`src/rtl/gg_trigger_seq.sv`:
```
// gg_trigger_seq: delayed trigger pulse generator with offset/width sweeps.
// Ports: clk, rst_n, enable, mode, cfg_* ranges/step, trig_in -> pulse_out, busy, cur_offset/width, missed_cnt.
package gg_fpga;
  typedef enum logic [1:0] {
    STATIC          = 2'd0,
    BOUNCE_BACK     = 2'd1,
    HIT_WIDTH_SHIFT = 2'd2,
    MODE_RSVD       = 2'd3
  } trigger_mode_t;
endpackage

module gg_trigger_seq
  import gg_fpga::*;
#(
  parameter int CNT_W  = 16,
  parameter int MISS_W = 8
) (
  input  logic              clk,
  input  logic              rst_n,
  input  logic              enable,
  input  trigger_mode_t     mode,
  input  logic [CNT_W-1:0]  cfg_offset_min,
  input  logic [CNT_W-1:0]  cfg_offset_max,
  input  logic [CNT_W-1:0]  cfg_width_min,
  input  logic [CNT_W-1:0]  cfg_width_max,
  input  logic [CNT_W-1:0]  cfg_step,
  input  logic              trig_in,
  output logic              pulse_out,
  output logic              busy,
  output logic [CNT_W-1:0]  cur_offset,
  output logic [CNT_W-1:0]  cur_width,
  output logic [MISS_W-1:0] missed_cnt
);
  typedef enum logic [1:0] {
    S_IDLE,
    S_DELAY,
    S_PULSE
  } state_t;

  localparam logic [CNT_W-1:0]  C_ONE = CNT_W'(1);
  localparam logic [MISS_W-1:0] M_ONE = MISS_W'(1);
  localparam logic [MISS_W-1:0] M_MAX = '1;

  state_t           state;
  logic [CNT_W-1:0] cnt;
  logic             dir_down;
  logic             loaded;
  trigger_mode_t    prev_mode;

  logic             mode_chg;
  logic             reload;
  logic [CNT_W-1:0] use_off;
  logic [CNT_W-1:0] use_wid;
  logic [CNT_W:0]   off_up;
  logic [CNT_W:0]   off_lo;
  logic [CNT_W:0]   wid_up;
  logic             off_ok;
  logic             wid_ok;
  logic [CNT_W-1:0] nxt_off;
  logic [CNT_W-1:0] nxt_wid;
  logic             nxt_down;

  assign busy     = (state != S_IDLE);
  assign mode_chg = (mode != prev_mode);
  assign reload   = !loaded || mode_chg;

  // a reload and a trigger on the same edge fire with the min values
  assign use_off = reload ? cfg_offset_min : cur_offset;
  assign use_wid = reload ? cfg_width_min : cur_width;

  // one extra bit so sums near 2^CNT_W clamp instead of wrapping
  assign off_up = {1'b0, cur_offset} + {1'b0, cfg_step};
  assign off_lo = {1'b0, cfg_offset_min} + {1'b0, cfg_step};
  assign wid_up = {1'b0, cur_width} + {1'b0, cfg_step};

  assign off_ok = (cfg_offset_min <= cfg_offset_max) && (cfg_step != '0);
  assign wid_ok = (cfg_width_min <= cfg_width_max) && (cfg_step != '0);

  // pulse lasts max(w,1) cycles; counter holds cycles remaining minus one
  function automatic logic [CNT_W-1:0] last_of(input logic [CNT_W-1:0] w);
    return (w == '0) ? '0 : w - C_ONE;
  endfunction

  always_comb begin
    nxt_off  = cfg_offset_min;
    nxt_wid  = cfg_width_min;
    nxt_down = dir_down;
    unique case (1'b1)
      mode == BOUNCE_BACK: begin
        if (!off_ok) begin
          nxt_down = 1'b0;
        end else if (!dir_down) begin
          if (off_up >= {1'b0, cfg_offset_max}) begin
            nxt_off  = cfg_offset_max;
            nxt_down = 1'b1;
          end else begin
            nxt_off = off_up[CNT_W-1:0];
          end
        end else if ({1'b0, cur_offset} <= off_lo) begin
          nxt_down = 1'b0;
        end else begin
          nxt_off = cur_offset - cfg_step;
        end
      end
      mode == HIT_WIDTH_SHIFT: begin
        if (wid_ok && wid_up <= {1'b0, cfg_width_max})
          nxt_wid = wid_up[CNT_W-1:0];
      end
      default: ;
    endcase
  end

  always_ff @(posedge clk or negedge rst_n) begin
    if (!rst_n) begin
      state      <= S_IDLE;
      cnt        <= '0;
      pulse_out  <= 1'b0;
      cur_offset <= '0;
      cur_width  <= '0;
      dir_down   <= 1'b0;
      loaded     <= 1'b0;
      prev_mode  <= STATIC;
      missed_cnt <= '0;
    end else if (!enable) begin
      state      <= S_IDLE;
      cnt        <= '0;
      pulse_out  <= 1'b0;
      cur_offset <= cfg_offset_min;
      cur_width  <= cfg_width_min;
      dir_down   <= 1'b0;
      loaded     <= 1'b1;
      prev_mode  <= mode;
    end else begin
      if (busy && trig_in && missed_cnt != M_MAX)
        missed_cnt <= missed_cnt + M_ONE;
      unique case (state)
        S_IDLE: begin
          if (reload) begin
            cur_offset <= cfg_offset_min;
            cur_width  <= cfg_width_min;
            dir_down   <= 1'b0;
            loaded     <= 1'b1;
            prev_mode  <= mode;
          end
          if (trig_in) begin
            if (use_off == '0) begin
              state     <= S_PULSE;
              pulse_out <= 1'b1;
              cnt       <= last_of(use_wid);
            end else begin
              state <= S_DELAY;
              cnt   <= use_off - C_ONE;
            end
          end
        end
        S_DELAY: begin
          if (cnt == '0) begin
            state     <= S_PULSE;
            pulse_out <= 1'b1;
            cnt       <= last_of(cur_width);
          end else begin
            cnt <= cnt - C_ONE;
          end
        end
        S_PULSE: begin
          if (cnt == '0) begin
            state     <= S_IDLE;
            pulse_out <= 1'b0;
            if (mode_chg) begin
              cur_offset <= cfg_offset_min;
              cur_width  <= cfg_width_min;
              dir_down   <= 1'b0;
              prev_mode  <= mode;
            end else begin
              cur_offset <= nxt_off;
              cur_width  <= nxt_wid;
              dir_down   <= nxt_down;
            end
          end else begin
            cnt <= cnt - C_ONE;
          end
        end
        default: begin
          state     <= S_IDLE;
          pulse_out <= 1'b0;
        end
      endcase
    end
  end
endmodule

```
`config.mk`:
```
export PLATFORM = sky130hd
export DESIGN_NAME = gg_trigger_seq
export DESIGN_NICKNAME = d
export VERILOG_FILES = /design/src/rtl/gg_trigger_seq.sv
export SDC_FILE = /design/constraint.sdc
export NUM_CORES = 1
export LEC_CHECK = 0
export ABC_AREA = 1
export CORE_MARGIN = 2
export CORE_UTILIZATION = 50
export CTS_CLUSTER_SIZE = 12
export DETAILED_ROUTE_END_ITERATION = 8
export HOLD_SLACK_MARGIN = 0.08
export PLACE_DENSITY = 0.78
export SYNTH_ARGS = -nofsm -noshare
export SYNTH_HDL_FRONTEND = slang
export SYNTH_SLANG_ARGS = --single-unit
```
`constraint.sdc`:
```
create_clock -name clk -period 7.7 [get_ports clk]
set_input_delay 2.31 -clock clk [delete_from_list [all_inputs] [get_ports clk]]
set_output_delay 2.31 -clock clk [all_outputs]
set_load 0.1 [all_outputs]
```
* After elaboration in Yosys (flattened, before gate mapping) *
Cells that the tools add are included.

operators by class
  equality and inequality tests = 18
  order comparisons = 5
  add/sub/neg operators = 9
  reduce and logical (&&, ||, !) cells = 22
  mux-type cells = 55

operators with widths
  operator                                             number
  2-to-1 mux 16 bit                                    22
  logical NOT 16 bit                                   4
  case mux 16 bit (2 select lines)                     2
  subtractor 16 x 1 -> 16 bit, second input constant   4
  adder 16 x 16 -> 17 bit                              3
  case mux 16 bit (3 select lines)                     1
  <= comparator 16 bit                                 2
  inequality test 3 bit, second input constant         7
  2-to-1 mux 2 bit                                     9
  greater-or-equal comparator 17 x 16 -> 1 bit         1
  <= comparator 16 x 17 -> 1 bit                       1
  <= comparator 17 x 16 -> 1 bit                       1
  2-to-1 mux 1 bit                                     17
  nonzero test 16 bit                                  1
  subtractor 16 bit                                    1
  AND reduction 4 bit                                  3
  adder 8 x 1 -> 8 bit, second input constant          1
  inequality test 8 bit, second input constant         1
  case mux 2 bit (3 select lines)                      1
  AND reduction 2 bit                                  3
  AND reduction 3 bit                                  2
  logical AND 1 bit                                    5
  equality test 2 x 1 -> 1 bit, second input constant  2
  equality test 2 bit, second input constant           2
  12 further kinds                                     13

word-level totals
  word-level logic and storage cells = 118
  register bits after elaboration = 63
  bits of input ports = 86
  output and inout bits = 42

* Longest topological paths before layout *
Gate-level depths: netlist (run 1).

  word-level depth = 10
  gate-level depth with buffers = 34
  gate-level depth less buffers = 33

* Least setup slack after synthesis (run 1) *
OpenSTA, ideal clock, no wires.

  path type = input-to-reg
  from = in cfg_offset_min[2]
  to = reg cur_offset[0]
  setup time = 125 ps
  cell stages on the path = 33
  arrival time = 5,503 ps
  data required time = 7,575 ps
  path buffers = 1
  setup slack = 2,072 ps
  cells stage by stage = ha_1 > a21oi_1 > nand2_1 > a21oi_1 > o21bai_1 > nand2_1 > nand2_1 > nand2_1 > nand2_1 > a21o_1 > a21oi_1 > inv_1 > nand3_1 > nand2_1 > nand2_1 > nand2_1 > ha_1 > inv_1 > nor3_1 > nand2_1 > nand2_1 > nand2_1 > nand2_1 > nand2_1 > nand2_1 > nand2_1 > nand2_1 > nand2_1 > buf_4 > a21oi_1 > nand2_1 > nand2_1 > nand2_1

between the ends
  word-level cells in the longest chain between the ends = 10
  elaborated cells on any way between the ends = 12
  those cells by class = add/sub (1); order compare (2); mux (8); reduce/logical (1)

ends and longest elaborated chain
  what                                RTL line  source
  from (decl)                         22        input logic [CNT_W-1:0] cfg_offset_min,
  adder 16 x 16 -> 17 bit             73        assign off_lo = {1'b0, cfg_offset_min} + {1'b0, cfg_step};
  <= comparator 16 x 17 -> 1 bit      99        end else if ({1'b0, cur_offset} <= off_lo) begin
  2-to-1 mux 16 bit                   99
  2-to-1 mux 16 bit                   92        end else if (!dir_down) begin
  2-to-1 mux 16 bit *                 90        if (!off_ok) begin
  2-to-1 mux 16 bit *                 88        unique case (1'b1)
  2-to-1 mux 16 bit *                 169       if (mode_chg) begin
  2-to-1 mux 16 bit *                 166       if (cnt == '0) begin
  case mux 16 bit (2 select lines) *  136       unique case (state)
  2-to-1 mux 16 bit *                 124       end else if (!enable) begin
  to (signal assigned)                128       cur_offset <= cfg_offset_min;
  to (signal assigned)                139       cur_offset <= cfg_offset_min;
  to (signal assigned)                170       cur_offset <= cfg_offset_min;
  to (decl)                           30        output logic [CNT_W-1:0] cur_offset,

Every way passes the cells marked *; elsewhere a longest branch is shown, timed or not. The select of a mux whose other input is x is not followed.
A chain may end at the register's enable or synchronous reset.

* Worst setup path in the final report (run 1) *
  from = in cfg_step[2]
  to = reg cur_offset[4]

between the ends
  word-level cells in the longest chain between the ends = 10
  elaborated cells on any way between the ends = 16
  those cells by class = add/sub (3); order compare (2); mux (9); reduce/logical (2)

ends and longest elaborated chain
  what                                                                                            RTL line  source
  from (decl)                                                                                     26        input logic [CNT_W-1:0] cfg_step,
  adder 16 x 16 -> 17 bit, on equally long branches                                               72, 73
  greater-or-equal comparator 17 x 16 -> 1 bit or <= comparator 16 x 17 -> 1 bit (tied branches)  93, 99
  2-to-1 mux 16 bit, on equally long branches                                                     93, 99
  2-to-1 mux 16 bit                                                                               92
  2-to-1 mux 16 bit *                                                                             90
  2-to-1 mux 16 bit *                                                                             88
  2-to-1 mux 16 bit *                                                                             169
  2-to-1 mux 16 bit *                                                                             166
  case mux 16 bit (2 select lines) *                                                              136
  2-to-1 mux 16 bit *                                                                             124

Marks and branches as above.

==> flow_summary.json, run 1 <==
{
  "grt_use_total_pct": 32.90,
  "cts_hold_buf": 0,
  "cp_slowest_stage_delay_ns": 0.68,
  "worst_setup_path_start_kind": "primary input",
  "drt_drc_violations_left": 1,
  "report.power.total_uw": 5979,
  "grt_overflow": 0,
  "slowest_stage": "clkdlybuf4s50_1",
  "run_status": "finished with violations",
  "core.rowCount": 54,
  "holdCritPathClass": "flop to flop",
  "antenna-diode-count": 0,
  "start_util_pct": 51.16,
  "first_global_vias": 11309,
  "finalHoldViolations": 0,
  "clk-insertion-delay-late_ns": 0.35,
  "rsz0062_at_grt": "false",
  "ioPinCount": 128,
  "cts_tree": "done",
  "drt_pre_antenna_iters": 9,
  "yosys.area.top_type": "ha_1",
  "cts_resized": 0,
  "cts_made_buffers": 9,
  "route.vias.total": 12387,
  "yosys-top-cells-area": "ha_1 (17%), nand2_1 (16%), dfrtp_1 (14%)",
  "antenna_violating_nets_post_route": 0,
  "synth-async-reset-ratio_pct": 100.0,
  "max-slew-margin-rel_pct": 33.53,
  "first_iter_violations": 1389,
  "cts-root-to-sink-buffers": 2,
  "pwr_density_cell_nw_per_um2": 458.3,
  "rr_worst_depth": 26,
  "r2r-end": "cur_width[2]",
  "timing.max_cap.violations": 0,
  "post_drt_via_cell_ratio": 5.729,
  "synth.lib_cells_used.distinct": 61,
  "drt-wirelength-per-cell_um": 18.18,
  "worstHoldEndpoint": "pulse_out",
  "regToRegStartpoint": "cur_width[0]",
  "maxSlewViolCount": 0,
  "clock_tree.htree_level_count": 3,
  "die_y_um": 153.9,
  "critical_path.endpoint_type": "flop",
  "grt_first_pass_wirelength_um": 61460,
  "postCtsSetupRepairBufs": 0,
  "min_delay_path_depth": 2,
  "regToRegSetupSlack_ns": 3.01,
  "clk_root_buffer_cell": "clkbuf_16",
  "synthDominantCellAreaShare_pct": 17.15,
  "placeable_core_region_um2": 21960,
  "grt_start_max_net_pins": 64,
  "cts_sinks": 63,
  "ys.warnings.count": 0,
  "worstHoldStart": "pulse_out",
  "clock.fmax_mhz": 141.0,
  "cellLeakagePower_uw": 0.006674,
  "failing_checks": "DRC",
  "syn_to_final_growth_pct": 16.14,
  "worst_setup_hold_path_clk_slew_ns": 0.06,
  "die-area_um2": 23680,
  "crit_top_cell": "nand2_1",
  "finalWirelength_um": 39310,
  "die_width_um": 153.9,
  "setup_viol": 0,
  "io_buffer_count": 127,
  "yosys_register_bits": 63,
  "setup-tns-final_ns": 0,
  "ratio_of_cells_with_drive_above_1_in_the_final_layout_pct": 4.729,
  "synth_sequential_area_ratio_pct": 14.03,
  "critPathArrivalTime_ns": 7.34,
  "synth_top_flop_cell": "dfrtp_1",
  "synth-edff-count": 0,
  "timing.final.crit_share_pct": 92.14,
  "final_net_count": 2121,
  "timing.critical_path.required_ns": 7.94,
  "syn_nets": 2021,
  "synth_cells": 1777,
  "synthesis.area_per_instance_um2": 6.322,
  "grt_antenna_before_repair": 0,
  "netlist_area_um2": 11230,
  "worst_clock_skew_ns": 0.007921,
  "worst_pin_slew_ns": 0.9939,
  "place_congestion": 1.037,
  "critPathKind": "primary input to flop",
  "dp_hpwl_um": 31590,
  "max_rail_drop_vdd_uv": 377.3,
  "crit_fanout": 12,
  "finalCriticalPeriod_ns": 7.094
}
stage by stage:
step	utilization (%)	instance area (um2)	cells	worst slack [ns]	hold WS, ns
final	59.42	13050	2162	0.6056	0.4976
after global routing	59.42	13050	2162	0.2622	0.5195
after CTS	59.42	13050	2162	0.8129	0.5023
after detailed placement	57.85	12700	2146	0.4562	0.4879
after global placement	57.85	12700	2146	0.4591	0.4905
after floorplan	-	11230	1777	2.072	0.4732
flip-flops by register name, summed over array words and instances, names as in the netlist:
register	count
cnt	16
cur_offset	16
cur_width	16
dir_down	1
loaded	1
missed_cnt	8
prev_mode	2
pulse_out	1
state	2
synth_stat cells, drive strengths merged (13+ instances only):
cell and instances:
a21oi 139, buf 16, clkbuf 34, dfrtp 63
ha 154, inv 253, nand2 498, nand3 92
nand4 41, nor2 121, nor3 27, o211ai 13
o21ai 123, xnor2 32, xor2 73
critical path, delay by kind of cell:
family | cells | cell delay [ns]
compound gates | 7 | 1.48
simple gates | 18 | 2.14
buf+inv | 3 | 0.81
fa+ha+maj | 2 | 0.61
per-layer routing:
layer | global-route usage [%] | vias up | part of all wire [%]
met1 | 46.20 | 5630 | 44
met5 | 0 | - | 0
li1 | - | 6086 | -
met2 | 52.15 | 613 | 44
met3 | 6.962 | 58 | 9.7
met4 | 7.076 | 0 | 2.0
final cells by class:
cell class / count / area (um2)
clock buffers: 9 / 225.2
clock inverters: 7 / 120.1
fillers: 2137 / 8911
inverters: 255 / 964.7
multi-input cells: 1409 / 8454
flip-flops and latches: 63 / 1577
well taps: 280 / 350.3
repair buffers: 139 / 1356
power by group:
part	internal (uW)	switching [uW]
logic	1460	3220
clock network	317	170
registers	472	345
total	2250	3730
how the worst max path moves through the flow:
stage	depth (start not counted)	slack (ns)	startpoint	to
4_1_cts	30	0.81	cfg_step[2]	cur_offset[14]
3_5_place_dp	30	0.46	cfg_step[2]	cur_offset[14]
2_1_floorplan	33	2.07	cfg_offset_min[2]	cur_offset[0]
6_report	30	0.61	cfg_step[2]	cur_offset[4]
3_3_place_gp	30	0.46	cfg_step[2]	cur_offset[14]
5_1_grt	30	0.26	cfg_step[2]	cur_offset[14]
kinds of logic (layout without fill, tap and decap cells):
kind of cell    Yosys count  after routing  synth area share [%]
simple gates            794            794                 30.18
compound gates          351            351                 18.82
buf+inv                 305            410                 10.81
fa+ha+maj               158            158                 17.86
xor+xnor                105            105                 8.186
flops                    63             63                 14.03
mux                       1              1                0.1002
cell usage in the layout (no fill, tap or decap), types with 4 or more instances in the layout:
cell type / n
nand2_1: 491
inv_1: 245
ha_1: 154
a21oi_1: 138
clkdlybuf4s50_1: 126
nor2_1: 111
nand3_1: 89
o21ai_0: 78
xor2_1: 73
dfrtp_1: 63
nand4_1: 41
xnor2_1: 32
nor3_1: 25
o21ai_1: 24
o21ai_2: 16
o211ai_1: 12
buf_4: 12
a22oi_1: 11
o21bai_1: 10
o221ai_1: 10
clkbuf_16: 9
a31oi_1: 8
a211oi_1: 7
inv_2: 7
nor2_2: 7
a21o_1: 6
o21a_1: 6
nor4_1: 6
nand2_2: 5
o21ai_4: 5
nand3b_1: 4
fa_1: 4
No activity file was read; power rests on OpenSTA's default activity.
==> inputs of run 2 (changes only) <==
--- a/config.mk
+++ b/config.mk
@@ -6,12 +6,14 @@
 export NUM_CORES = 1
 export LEC_CHECK = 0
 export ABC_AREA = 1
+export CELL_PAD_IN_SITES_DETAIL_PLACEMENT = 1
+export CELL_PAD_IN_SITES_GLOBAL_PLACEMENT = 2
 export CORE_MARGIN = 2
-export CORE_UTILIZATION = 50
+export CORE_UTILIZATION = 34
 export CTS_CLUSTER_SIZE = 12
 export DETAILED_ROUTE_END_ITERATION = 8
 export HOLD_SLACK_MARGIN = 0.08
-export PLACE_DENSITY = 0.78
+export PLACE_DENSITY = 0.94
 export SYNTH_ARGS = -nofsm -noshare
 export SYNTH_HDL_FRONTEND = slang
 export SYNTH_SLANG_ARGS = --single-unit
==> run 2 against run 1 <==
Against the previous run: the run now ends clean; fmax shrank 1.9%; register-to-register slack worse by 0.11 ns; total power rose by 1.1%; final cell count grew 7.5%; count of clock-buffer cells in the layout is the same; flip-flop and latch count unchanged; combinational power increased by 2%; clock skew is 0.0027 ns higher; sequential share of layout area fell by 0.14 points; critical path type unchanged; critical endpoint is now cur_offset[10]; largest cell class unchanged; largest power group unchanged.
==> flow_summary.json, run 2 (same netlist as run 1, synthesis figures left out) <==
{
  "worst_pin_slew_ns": 1.121,
  "max-slew-margin-rel_pct": 25.24,
  "critPathArrivalTime_ns": 7.48,
  "ioPinCount": 128,
  "syn_to_final_growth_pct": 17.52,
  "holdCritPathClass": "flop to flop",
  "cts_resized": 0,
  "cts_tree": "done",
  "worst_setup_path_start_kind": "primary input",
  "cts-root-to-sink-buffers": 2,
  "drt-wirelength-per-cell_um": 19.72,
  "die_y_um": 185.8,
  "first_iter_violations": 780,
  "cts_sinks": 63,
  "r2r-end": "cur_width[5]",
  "min_delay_path_depth": 2,
  "worst_setup_hold_path_clk_slew_ns": 0.06,
  "ratio_of_cells_with_drive_above_1_in_the_final_layout_pct": 4.729,
  "largestRegisters": "cnt: 16 flops, cur_offset: 16 flops, cur_width: 16 flops",
  "regToRegSetupSlack_ns": 2.90,
  "io_buffer_count": 127,
  "critPathKind": "primary input to flop",
  "global_route.peak_usage_layer": "met2",
  "regToRegStartpoint": "cur_width[0]",
  "crit_top_cell": "nand2_1",
  "antenna-diode-count": 0,
  "clock.fmax_mhz": 138.3,
  "route.vias.total": 12397,
  "final_net_count": 2121,
  "pwr_density_cell_nw_per_um2": 457.7,
  "setup_viol": 0,
  "dp_hpwl_um": 37300,
  "worstHoldEndpoint": "pulse_out",
  "gr-usage-met2_pct": 43.73,
  "critical_path.endpoint_type": "flop",
  "finalHoldViolations": 0,
  "grt_start_max_net_pins": 64,
  "cts_made_buffers": 9,
  "grt_use_total_pct": 26.93,
  "mostFrequentLayoutCell": "nand2_1",
  "cellLeakagePower_uw": 0.006650,
  "grt_util_met1_pct": 37.74,
  "grt_antenna_before_repair": 0,
  "clock_tree.htree_level_count": 3,
  "worst_clock_skew_ns": 0.01065,
  "die_width_um": 185.8,
  "worstHoldStart": "pulse_out",
  "postLayoutCoreUtil_pct": 40.58,
  "clk-insertion-delay-late_ns": 0.35,
  "postCtsSetupRepairBufs": 0,
  "start_util_pct": 34.53,
  "timing.critical_path.required_ns": 7.95,
  "grt_use_met3_pct": 2.680,
  "timing.max_cap.violations": 0,
  "core.rowCount": 66,
  "die-area_um2": 34510,
  "finalWirelength_um": 45840,
  "setup-tns-final_ns": 0,
  "max_rail_drop_vdd_uv": 236.9,
  "maxSlewViolCount": 0,
  "finalCriticalPeriod_ns": 7.233,
  "crit_fanout": 12,
  "first_global_vias": 12648,
  "layout.cells.most_common_list": "nand2_1 (491), inv_1 (245), ha_1 (154)",
  "drt_drc_violations_left": 0,
  "rsz0062_at_grt": "false",
  "grt_first_pass_wirelength_um": 71370,
  "drt_pre_antenna_iters": 5,
  "antenna_violating_nets_post_route": 0,
  "timing.final.crit_share_pct": 93.93,
  "clk_root_buffer_cell": "clkbuf_16",
  "place_congestion": 0.9234,
  "rr_worst_depth": 24,
  "slowest_stage": "clkdlybuf4s50_1",
  "post_drt_via_cell_ratio": 5.334,
  "grt_overflow": 0,
  "placeable_core_region_um2": 32540,
  "cts_hold_buf": 0,
  "cp_slowest_stage_delay_ns": 0.71,
  "run_status": "completed"
}
## run 2: cell count changes in the layout (fill, tap and decap cells not counted)
cell,previous run,this run
bufinv_16,3,1
clkinv_2,1,2
clkinvlp_4,1,2
## run 2: critical path, delay by kind of cell
| kind | cells | cell delay (ns) |
|---|---|---|
| AND/OR/NAND/NOR | 18 | 2.21 |
| AO/OA/AOI/OAI | 7 | 1.47 |
| buffers and inverters | 3 | 0.86 |
| adder cells (fa/ha/maj) | 2 | 0.62 |
## run 2: worst max path at each step
stage                           start              to  cells after the start
floorplan           cfg_offset_min[2]   cur_offset[0]                     33
global placement          cfg_step[2]  cur_offset[10]                     30
detailed placement        cfg_step[2]  cur_offset[10]                     30
CTS                       cfg_step[2]  cur_offset[10]                     30
global route              cfg_step[2]  cur_offset[10]                     30
finish                    cfg_step[2]  cur_offset[10]                     30
## run 2: power breakdown
group / switching [uW] / total (uW) / internal [uW]
combinational: 3330 / 4780 / 1460
clock: 177 / 428 / 251
sequential: 363 / 834 / 471
total: 3870 / 6040 / 2180
## run 2: metal layers
layer | part of all wire (%) | up-vias
met5 | 0 | -
met4 | 2.6 | 0
met3 | 4.7 | 67
met2 | 45 | 306
li1 | - | 6083
met1 | 48 | 5941
## run 2: through the flow
stage          setup slack [ns]  hold slack, ns  total power, uW  cell area, um2  instances
2_1_floorplan             2.072          0.4732             4170           11230       1777
3_3_place_gp             0.2482          0.4855             5439           12900       2308
3_5_place_dp             0.2297          0.4997             5556           12900       2308
4_1_cts                  0.5830          0.5130             6015           13200       2324
5_1_grt                 0.04717          0.5400             6573           13200       2324
6_report                 0.4671          0.5074             6043           13200       2324
## run 2: layout make-up
type / instances / area (um2)
clock buffers: 9 / 225.2
clock inverters: 7 / 72.57
fillers: 4366 / 19330
inverters: 255 / 964.7
multi-input cells: 1409 / 8454
flip-flops and latches: 63 / 1577
well taps: 442 / 553.0
repair buffers: 139 / 1356
==> inputs of run 3 (changes only) <==
--- a/config.mk
+++ b/config.mk
@@ -9,11 +9,12 @@
 export CELL_PAD_IN_SITES_DETAIL_PLACEMENT = 1
 export CELL_PAD_IN_SITES_GLOBAL_PLACEMENT = 2
 export CORE_MARGIN = 2
-export CORE_UTILIZATION = 34
+export CORE_UTILIZATION = 39
 export CTS_CLUSTER_SIZE = 12
 export DETAILED_ROUTE_END_ITERATION = 8
+export DONT_BUFFER_PORTS = 1
 export HOLD_SLACK_MARGIN = 0.08
-export PLACE_DENSITY = 0.94
+export PLACE_DENSITY = 0.95
 export SYNTH_ARGS = -nofsm -noshare
 export SYNTH_HDL_FRONTEND = slang
 export SYNTH_SLANG_ARGS = --single-unit
==> run 3 against run 2 <==
Against the previous run: sequential share of layout area grew 1.1 points; register-to-register slack worse by 0.55 ns; via count is 1.6% lower; sequential power fell by 9.1%; routed wire length decreased by 0.36%; combinational power hardly changed; critical path type unchanged.
==> flow_summary.json, run 3 (same netlist as run 1, synthesis figures left out) <==
{
  "die_y_um": 173.7,
  "fillerInstances": 3931,
  "finalCriticalPeriod_ns": 6.434,
  "crit_fanout": 18,
  "cts_tree": "done",
  "worst_clock_skew_ns": 0.01395,
  "postPlaceCellArea_um2": 11780,
  "max-slew-margin-rel_pct": 24.99,
  "holdCritPathClass": "flop to flop",
  "place_congestion": 0.9349,
  "worst_setup_hold_path_clk_slew_ns": 0.07,
  "post_drt_via_cell_ratio": 5.631,
  "ioPinCount": 128,
  "dp_hpwl_um": 37000,
  "antenna_violating_nets_post_route": 0,
  "run_status": "completed",
  "clk_root_buffer_cell": "clkbuf_16",
  "finalWirelength_um": 45670,
  "stdcell_count": 2167,
  "cts_made_buffers": 9,
  "clock_tree.htree_level_count": 3,
  "worst_pin_slew_ns": 1.125,
  "antenna-diode-count": 0,
  "timing.final.crit_share_pct": 83.56,
  "grt_use_total_pct": 29.95,
  "cellLeakagePower_uw": 0.006309,
  "drt_drc_violations_left": 0,
  "share_comb_of_total_power_pct": 79.4,
  "timing.max_cap.violations": 0,
  "route.vias.total": 12203,
  "critPathArrivalTime_ns": 6.71,
  "critPathKind": "primary input to flop",
  "start_util_pct": 39.35,
  "syn_to_final_growth_pct": 7.740,
  "setup_viol": 0,
  "first_iter_violations": 904,
  "finalHoldViolations": 0,
  "postCtsSetupRepairBufs": 0,
  "grt_overflow": 0,
  "dp.cells": 2151,
  "post-route-cell-area_um2": 12100,
  "grt_antenna_before_repair": 0,
  "die-area_um2": 30180,
  "die_width_um": 173.7,
  "cts_resized": 0,
  "switchingPower_uw": 3851,
  "internal-power_uw": 2129,
  "gr-usage-met2_pct": 48.92,
  "setup-tns-final_ns": 0,
  "final_net_count": 2022,
  "drt_pre_antenna_iters": 5,
  "drt-wirelength-per-cell_um": 21.08,
  "grt_start_max_net_pins": 64,
  "layout.cells.most_common_list": "nand2_1 (491), inv_1 (245), ha_1 (153)",
  "mostFrequentLayoutCell": "nand2_1",
  "grt_util_met1_pct": 39.36,
  "critical_path.endpoint_type": "flop",
  "clock.fmax_mhz": 155.4,
  "max_rail_drop_vdd_uv": 166.3,
  "power.sequential.fraction_pct": 12.7,
  "report.power.total_uw": 5979,
  "grt_first_pass_wirelength_um": 70730,
  "cts_sinks": 63,
  "first_global_vias": 12439,
  "clkPwrFrac_pct": 7.9,
  "grt_use_met3_pct": 6.294,
  "ratio_of_cells_with_drive_above_1_in_the_final_layout_pct": 6.450,
  "core.rowCount": 62,
  "maxSlewViolCount": 0,
  "global_route.peak_usage_layer": "met2",
  "io_buffer_count": 0,
  "cts-root-to-sink-buffers": 2,
  "cts_hold_buf": 0,
  "worst_setup_path_start_kind": "primary input",
  "clk-insertion-delay-late_ns": 0.36,
  "placeable_core_region_um2": 28550,
  "pwr_density_cell_nw_per_um2": 494.0,
  "rsz0062_at_grt": "false",
  "power_switching_share_pct": 64.40,
  "largestRegisters": "cnt: 16 flops, cur_offset: 16 flops, cur_width: 16 flops",
  "timing.critical_path.required_ns": 7.98
}
==> run 3: worst paths after layout <==
| check | from | endpoint | slack, ns | cells after the start |
|---|---|---|---|---|
| setup / recovery | cfg_step[1] | cur_width[5] | 1.27 | 22 |
| hold / removal | prev_mode[0] | prev_mode[0] | 0.53 | 2 |
| setup reg to reg | cur_offset[0] | cur_offset[13] | 2.35 | 22 |
| hold reg to reg | prev_mode[0] | prev_mode[0] | 0.53 | 2 |
| max in group asynchronous | rst_n | cur_width[12] | 5.93 | 0 |
| min in group asynchronous | rst_n | cur_offset[13] | 1.65 | 0 |
==> run 3: cell type report <==
class	count	area, um2	share of cell area [%]
sequential	63	1577	13.02
tap	384	480.5	3.969
inverter	255	964.7	7.970
multi-input combinational	1409	8457	69.87
clock inverter	3	65.06	0.5375
timing repair buffer	40	300.3	2.481
clock buffer	13	260.3	2.150
==> run 3: critical path: stages <==
cell and delay (ns):
inv_1 0.12, fa_1 0.49, o21ai_0 0.47, a21oi_1 0.13, o21bai_1 0.18, xor2_1 0.33
ha_1 0.32, a21oi_1 0.13, nor2_1 0.05, a211oi_1 0.17, nand2_1 0.09, nand2_1 0.06
nand2_1 0.04, nand2_1 0.06, nand2_1 0.05, nand2_1 0.06, nand2_1 0.05, nand2_1 0.39
nand3_1 0.66, o211ai_1 0.39, nand2_1 0.09, nand2_1 0.08
==> run 3: metal layers <==
metal  up-vias  share of wire, %  wire length (um)
met2       350                45             20580
met4         2               3.2              1477
met3        75               6.7              3067
met1      5898                45             20510
met5         -             0.085                39
li1       5878                 -                 -
==> run 3: power groups by stage <==
stage,registers (uW),logic [uW],clock network [uW]
6_report,758,4750,471
5_1_grt,771,5210,488
4_1_cts,755,4700,476
3_5_place_dp,758,4670,0
3_3_place_gp,751,4550,0
2_1_floorplan,1380,2790,0
==> run 3: stage by stage <==
stage | hold slack [ns] | utilization [%] | setup WS [ns]
floorplan | 0.4732 | - | 2.072
global placement | 0.4888 | 41.26 | 1.129
detailed placement | 0.5148 | 41.26 | 0.9680
CTS | 0.5297 | 42.40 | 1.330
global route | 0.5652 | 42.40 | 0.7235
finish | 0.5287 | 42.40 | 1.266
